[config.mk]
export PLATFORM = sky130hd
export DESIGN_NAME = ifetch_queue
export DESIGN_NICKNAME = d
export VERILOG_FILES = /design/src/rtl/ifetch_queue.sv
export SDC_FILE = /design/constraint.sdc
export NUM_CORES = 1
export LEC_CHECK = 0
export ABC_AREA = 1
export BUFFER_PORTS_ARGS = -buffer_cell sky130_fd_sc_hd__buf_2
export CORE_MARGIN = 1.5
export CORE_UTILIZATION = 62
export CTS_CLUSTER_DIAMETER = 100
export DETAILED_ROUTE_END_ITERATION = 10
export GPL_TIMING_DRIVEN = 0
export PLACE_DENSITY = 0.85
export SLEW_MARGIN = 20
export SYNTH_ARGS = -nofsm -noshare
export SYNTH_HDL_FRONTEND = slang
export SYNTH_SLANG_ARGS = --single-unit
[constraint.sdc]
create_clock -name clk -period 3 [get_ports clk]
set_clock_uncertainty 0.1 [all_clocks]
set_input_delay 0.45 -clock clk [delete_from_list [all_inputs] [get_ports clk]]
set_output_delay 0.45 -clock clk [all_outputs]
set_load 0.02 [all_outputs]
[src/rtl/ifetch_queue.sv]
// ifetch_queue: fetch-address consumer and instruction queue.
// Takes addresses from the PC stage, issues single-cycle instruction memory
// reads, and queues {pc, instr} pairs in program order for decode.
// Credits are taken from registered state only (occupancy + in-flight read),
// so there is no combinational path from out_ready to addr_ready.
module ifetch_queue #(
  parameter int FULLW = 32,
  parameter int DEPTH = 4
) (
  input  logic             clk,
  input  logic             reset_n,
  input  logic             addr_valid,
  input  logic [FULLW-1:0] addr,
  output logic             addr_ready,
  output logic             imem_req,
  output logic [FULLW-1:0] imem_addr,
  input  logic [FULLW-1:0] imem_rdata,
  input  logic             flush,
  output logic             out_valid,
  output logic [FULLW-1:0] out_pc,
  output logic [FULLW-1:0] out_instr,
  input  logic             out_ready,
  output logic             misalign
);

  localparam int PW = (DEPTH > 1) ? $clog2(DEPTH) : 1;
  localparam int CW = PW + 2;
  localparam logic [CW-1:0] DEPTH_C = CW'(DEPTH);

  logic [FULLW-1:0] pc_mem_q    [DEPTH];
  logic [FULLW-1:0] instr_mem_q [DEPTH];

  logic [PW-1:0]    rd_ptr_q, rd_ptr_d;
  logic [PW-1:0]    wr_ptr_q, wr_ptr_d;
  logic [PW:0]      occ_q, occ_d;
  logic             inflight_q, inflight_d;
  logic [FULLW-1:0] inflight_pc_q, inflight_pc_d;
  logic             misalign_q, misalign_d;
  logic             ready_en_q;

  logic [CW-1:0]    credits;
  logic             accept;
  logic             push;
  logic             pop;

  // ready_en_q keeps addr_ready low while in reset and for the release cycle.
  assign credits    = CW'(occ_q) + CW'(inflight_q);
  assign addr_ready = ready_en_q && (credits < DEPTH_C) && !flush;
  assign accept     = addr_valid && addr_ready;

  assign imem_req   = accept;
  assign imem_addr  = accept ? addr : '0;

  // A response arriving during a flush cycle belongs to a pre-flush request
  // and is dropped; no request can be issued in the flush cycle itself, so
  // nothing stale can arrive afterwards.
  assign push       = inflight_q && !flush;
  assign pop        = (occ_q != '0) && out_ready && !flush;

  assign out_valid  = (occ_q != '0);
  assign out_pc     = pc_mem_q[rd_ptr_q];
  assign out_instr  = instr_mem_q[rd_ptr_q];
  assign misalign   = misalign_q;

  // Next-state for pointers, occupancy, in-flight tracking and sticky misalign.
  always_comb begin
    rd_ptr_d      = rd_ptr_q;
    wr_ptr_d      = wr_ptr_q;
    occ_d         = occ_q;
    inflight_d    = accept;
    inflight_pc_d = accept ? addr : inflight_pc_q;
    misalign_d    = misalign_q || (accept && (addr[1:0] != 2'b00));

    if (flush) begin
      rd_ptr_d   = '0;
      wr_ptr_d   = '0;
      occ_d      = '0;
      inflight_d = 1'b0;
    end else begin
      if (push) wr_ptr_d = wr_ptr_q + 1'b1;
      if (pop)  rd_ptr_d = rd_ptr_q + 1'b1;
      case ({push, pop})
        2'b10:   occ_d = occ_q + 1'b1;
        2'b01:   occ_d = occ_q - 1'b1;
        default: occ_d = occ_q;
      endcase
    end
  end

  // Control state registers.
  always_ff @(posedge clk or negedge reset_n) begin
    if (!reset_n) begin
      rd_ptr_q      <= '0;
      wr_ptr_q      <= '0;
      occ_q         <= '0;
      inflight_q    <= 1'b0;
      inflight_pc_q <= '0;
      misalign_q    <= 1'b0;
      ready_en_q    <= 1'b0;
    end else begin
      rd_ptr_q      <= rd_ptr_d;
      wr_ptr_q      <= wr_ptr_d;
      occ_q         <= occ_d;
      inflight_q    <= inflight_d;
      inflight_pc_q <= inflight_pc_d;
      misalign_q    <= misalign_d;
      ready_en_q    <= 1'b1;
    end
  end

  // Queue storage: the returning read data is written with its pc at the tail.
  always_ff @(posedge clk or negedge reset_n) begin
    if (!reset_n) begin
      for (int i = 0; i < DEPTH; i++) begin
        pc_mem_q[i]    <= '0;
        instr_mem_q[i] <= '0;
      end
    end else if (push) begin
      pc_mem_q[wr_ptr_q]    <= inflight_pc_q;
      instr_mem_q[wr_ptr_q] <= imem_rdata;
    end
  end

endmodule

### Word level (Yosys, flattened, before mapping)

Index checks and enable logic that the tools add are counted.

| storage, ports and cells | value |
|---|---|
| bits in registers | 298 |
| input bits | 69 |
| output and inout port bits | 100 |

| cells by class | value |
|---|---|
| $add $sub $neg | 5 |
| magnitude comparators | 4 |
| equality and inequality tests | 2 |
| multiplexer cells | 18 |
| bitwise operators | 2 |
| reductions and logical operators | 15 |

Operators by type and width:

| cell | number |
|---|---|
| $bwmux 128 | 2 |
| $mux 32 | 6 |
| $bmux 32 s2 | 2 |
| $demux 32 s2 | 1 |
| $logic_and 1x1->1 | 8 |
| $mux 2 | 4 |
| $ge 3x3->1 const B | 2 |
| $not 2->3 | 2 |
| $pmux 3 s2 | 1 |
| $reduce_bool 2->1 | 3 |
| $reduce_bool 3->1 | 2 |
| $add 2x1->2 const B | 2 |
| $add 3x1->4 | 1 |
| $lt 4x3->1 const B | 1 |
| $add 3x1->3 const B | 1 |
| $lt 3x1->1 const B | 1 |
| $mux 3 | 1 |
| $sub 3x1->3 const B | 1 |
| $eq 2x1->1 const B | 1 |
| $eq 2x2->1 const B | 1 |
| $logic_not 1->1 | 1 |
| $logic_or 1x1->1 | 1 |
| $mux 1 | 1 |

### Depth between registers and ports, before layout

| logic depth | value |
|---|---|
| word-level depth | 7 |
| gate-level depth with buffers | 11 |

### Least setup slack after synthesis

Ideal clock, no wire load.

| timing path | value |
|---|---|
| kind | register -> register |
| start | register occ_q[2] |
| end | register occ_q[2] |
| data arrival time | 1.768 ns |
| setup slack | 1.014 ns |
| stages on the path, launching flop included | 12 |
| buffers on the path | 0 |
| period minus slack after synthesis | 1.986 ns |
| path through | dfrtp_1 -> nor2_1 -> nand2_1 -> nand3_1 -> inv_1 -> fa_1 -> xnor2_1 -> inv_1 -> nand2_1 -> nand2_1 -> nand2_1 -> nand2_1 |

| between the ends | value |
|---|---|
| longest elaborated chain between the ends | 6 |

Ends and longest elaborated chain:

| what | line | RTL |
|---|---|---|
| start: declaration | 35 | `logic [PW:0] occ_q, occ_d;` |
| start signal: assignment | 95 | `occ_q <= '0;` |
| start signal: assignment | 103 | `occ_q <= occ_d;` |
| $reduce_bool 3->1 * | n/a |  |
| via out_valid | 19 | `output logic out_valid,` |
| $logic_and 1x1->1 * (2 in a row) | 58 | `assign pop = (occ_q != '0) && out_ready && !flush;` |
| $eq 2x1->1 or $eq 2x2->1 (tied branches) | 82 | `case ({push, pop})` |
| $pmux 3 s2 | 82 |  |
| $mux 3 | 74 | `if (flush) begin` |

The timed path passes the listed nets; every way through them passes the cells marked *.
A chain may end at the register's enable or synchronous reset.

### Final worst setup path

| timing path | value |
|---|---|
| start | register rd_ptr_q[0] |
| end | output out_instr[11] |

| between the ends | value |
|---|---|
| longest elaborated chain between the ends | 4 |

Ends and longest elaborated chain:

| what | line | RTL |
|---|---|---|
| start: declaration | 33 | `logic [PW-1:0] rd_ptr_q, rd_ptr_d;` |
| start signal: assignment | 101 | `rd_ptr_q <= rd_ptr_d;` |
| $not 2->3 (implied by the code) | 62 | `assign out_instr = instr_mem_q[rd_ptr_q];` |
| $bmux 32 s2 | 62 |  |
| $mux 32 (implied by the code) (2 in a row) | 62 |  |
| end: declaration | 21 | `output logic [FULLW-1:0] out_instr,` |

No other way between the ends. The select of a mux whose other input is x is not followed.

==> impl_metrics.yaml <==
clocking:
  postCtsSetupRepairBufs: 0
  ctsLongestPathBuffers: 3
  clkTransAtPathRegs_ns: 0.06
  clock-root-buffer: "clkbuf_16"
  cts_buffers: 31
  clk_latency_ns: 0.55
  htreeDepth: 1
  cts_sinks: 298
  cts_tree: "yes"
floorplanning:
  die_h_um: 146
  dieArea_um2: 21300
  start_util_pct: 62.9
  die_w_um: 146
  boundaryPins: 169
  core-area_um2: 20100
  rows: 52
route:
  totalWireLength_mm: 34.6
  ant_nets: 0
  drc_errors: 0
  drt_iter0_drc: 936
  avgRoutedWirePerCell_um: 17.7
  dr.pass1.iters: 7
  via_per_inst: 5.85
  vias: 11400
cells_and_area:
  final_nets: 1733
  final_cell_mix: "o21ai_0, nand2_1, dfrtp_1"
  finalInstanceArea_um2: 14900
  area_delta_synth_final_pct: 18.2
  final_cells: 1949
  fillCellCount: 1507
  layout-drive-gt1-share_pct: 16.7
  layout_commonest_cell: "o21ai_0"
  antenna_cells: 0
placement:
  place_area_um2: 13900
  port_buffers: 168
  dpl.hpwl_mm: 22.4
  dpl.cell_count: 1895
  gp_congestion: 0.872
critical_path:
  end_kind: "primary output"
  crit_fanout: 10
  cp.arrival_ns: 2.44
  crit_required_ns: 2.45
  cp-start-kind: "flop"
  critPathKind: "reg2out"
logic_synthesis:
  yosys_warnings: 0
  synth_top_area_share_pct: 59.0
  synthAdderAreaFrac_pct: 0.554
  synth_compound_area_share_pct: 19.8
  synth_nets: 1528
  ys_types: 23
  netlist_area_um2: 12600
  muxShareOfSynthArea_pct: 0
  ys_top_cells_by_area: "dfrtp_1, o21ai_0, nand2_1, nor2_1, inv_1"
  synth_top_family_by_area: "compound AO/OA/AOI/OAI gates"
  synth_cells: 1454
  avgSynthCellArea_um2: 8.70
  synth_area_leader_cell: "dfrtp_1"
  seq_area_frac_synth_pct: 59.0
  ys_ff_latch: 298
  synthXorXnorAreaFrac_pct: 0.0693
  yosys.area_share.simple_pct: 13.6
sta:
  drv_slew: 0
  fmax_ghz: 0.334
  max_slew.worst_pin.slew_ns: 0.590
  post-route-period-util_pct: 99.7
  tns_ns: 0
  fin_crit_ns: 2.99
  max_slew_margin_pct: 60.7
  setup_viol: 0
  rsz0062_at_grt: "true"
  hold_violations: 0
global_routing:
  antenna_found_initial: 0
  grt_pass1_wl_mm: 56.4
  grt_util_all_layers_pct: 33.1
  grt_max_degree: 101
  grt_pass1_vias: 11300
  gr-total-overflow: 0
flow_run:
  cap_violations: 0
power:
  pwr_density_cell_nw_per_um2: 683
  cellLeakagePower_nw: 7.74
  ir_drop_v: 0.000448
run_status:
  status: "finished, final reports clean"
worst_hold_path:
  hp-class: "in2reg"
[critical path, stage by stage (launching register included)]
cell and delay, ns:
dfrtp_1 0.46, buf_2 0.31, clkbuf_1 0.43, o21ai_0 0.20, o22ai_1 0.27, buf_2 0.21
[registers in the layout (all words and copies together) (netlist names)]
register and cells:
inflight_q 1, misalign 1, ready_en_q 1, occ_q 3, wr_ptr_q 2, inflight_pc_q 32, pc_mem_q 128, instr_mem_q 128
rd_ptr_q 2
[area by class of cell]
| cell class | instances | area (um2) | area share, % |
|---|---|---|---|
| inverter | 108 | 405 | 2.71 |
| sequential | 298 | 7460 | 49.9 |
| clock inverter | 10 | 108 | 0.720 |
| multi-input combinational | 943 | 4310 | 28.8 |
| clock buffer | 43 | 891 | 5.96 |
| buffer | 105 | 494 | 3.31 |
| timing repair buffer | 172 | 943 | 6.31 |
| tap | 270 | 338 | 2.26 |
[per-stage QoR]
stage	hold WS [ns]	setup WS (ns)	total power, mW	util (%)
2_1_floorplan	0.0544	1.01	5.78	-
3_3_place_gp	0.350	-4.00	6.38	68.8
3_5_place_dp	0.297	0.403	6.46	69.2
4_1_cts	0.0116	0.00341	10.2	74.3
5_1_grt	0.0403	-0.000322	10.6	74.3
6_report	0.0242	0.00907	10.2	74.3
[power breakdown]
part	total [mW]	leakage [nW]	switching, mW	internal, mW
clock	3.78	0.499	1.55	2.23
combinational	1.75	3.26	1.17	0.579
sequential	4.69	3.98	0.221	4.47
total	10.2	7.74	2.95	7.27
[path summary, 6_finish.rpt]
path / cells past startpoint / endpoint / slack (ns) / from
setup reg to reg: 11 / occ_q[2] / 0.94 / occ_q[2]
hold reg to reg: 1 / misalign / 0.36 / misalign
setup / recovery: 5 / out_instr[11] / 0.009 / rd_ptr_q[0]
hold / removal: 3 / inflight_pc_q[18] / 0.02 / addr[18]
min in group asynchronous: 2 / instr_mem_q[116] / 0.31 / reset_n
max in group asynchronous: 4 / pc_mem_q[107] / 1.40 / reset_n
[routing by layer]
layer / wire (um) / GRT usage, % / vias up
met5: 0 / 0 / -
met4: 1260 / 14.6 / 0
met3: 3040 / 3.95 / 109
met2: 16600 / 54.0 / 617
met1: 13600 / 45.3 / 5481
li1: - / - / 5186
[Yosys cell counts, drive strengths merged]
cell type  number
nor3            2
nand3           2
conb            1
dfrtp         298
a21oi           2
inv           108
nand2         307
nor2          135
clkbuf         58
ha              4
nor3b           1
fa              1
nand3b          1
buf            47
xnor2           1
nand4           3
o21ai         419
o22ai          64
[logic make-up (layout without fill, tap and decap cells)]
family	after synthesis	count (layout)
AOI/OAI and AO/OA	485	485
and+or+nand+nor	451	451
DFF	298	298
buffers and inverters	213	438
adders and majority gates	5	5
other	1	1
xor gates and xnor gates	1	1
[timing repair]
action	4_1_cts	5_1_grt
pin swaps	0	0
hold buffers	1	0
setup endpoints to repair	41	49
endpoints found under the hold margin	50	0
resized for setup	4	23
Note: power is estimated with default switching activity, not from simulation.
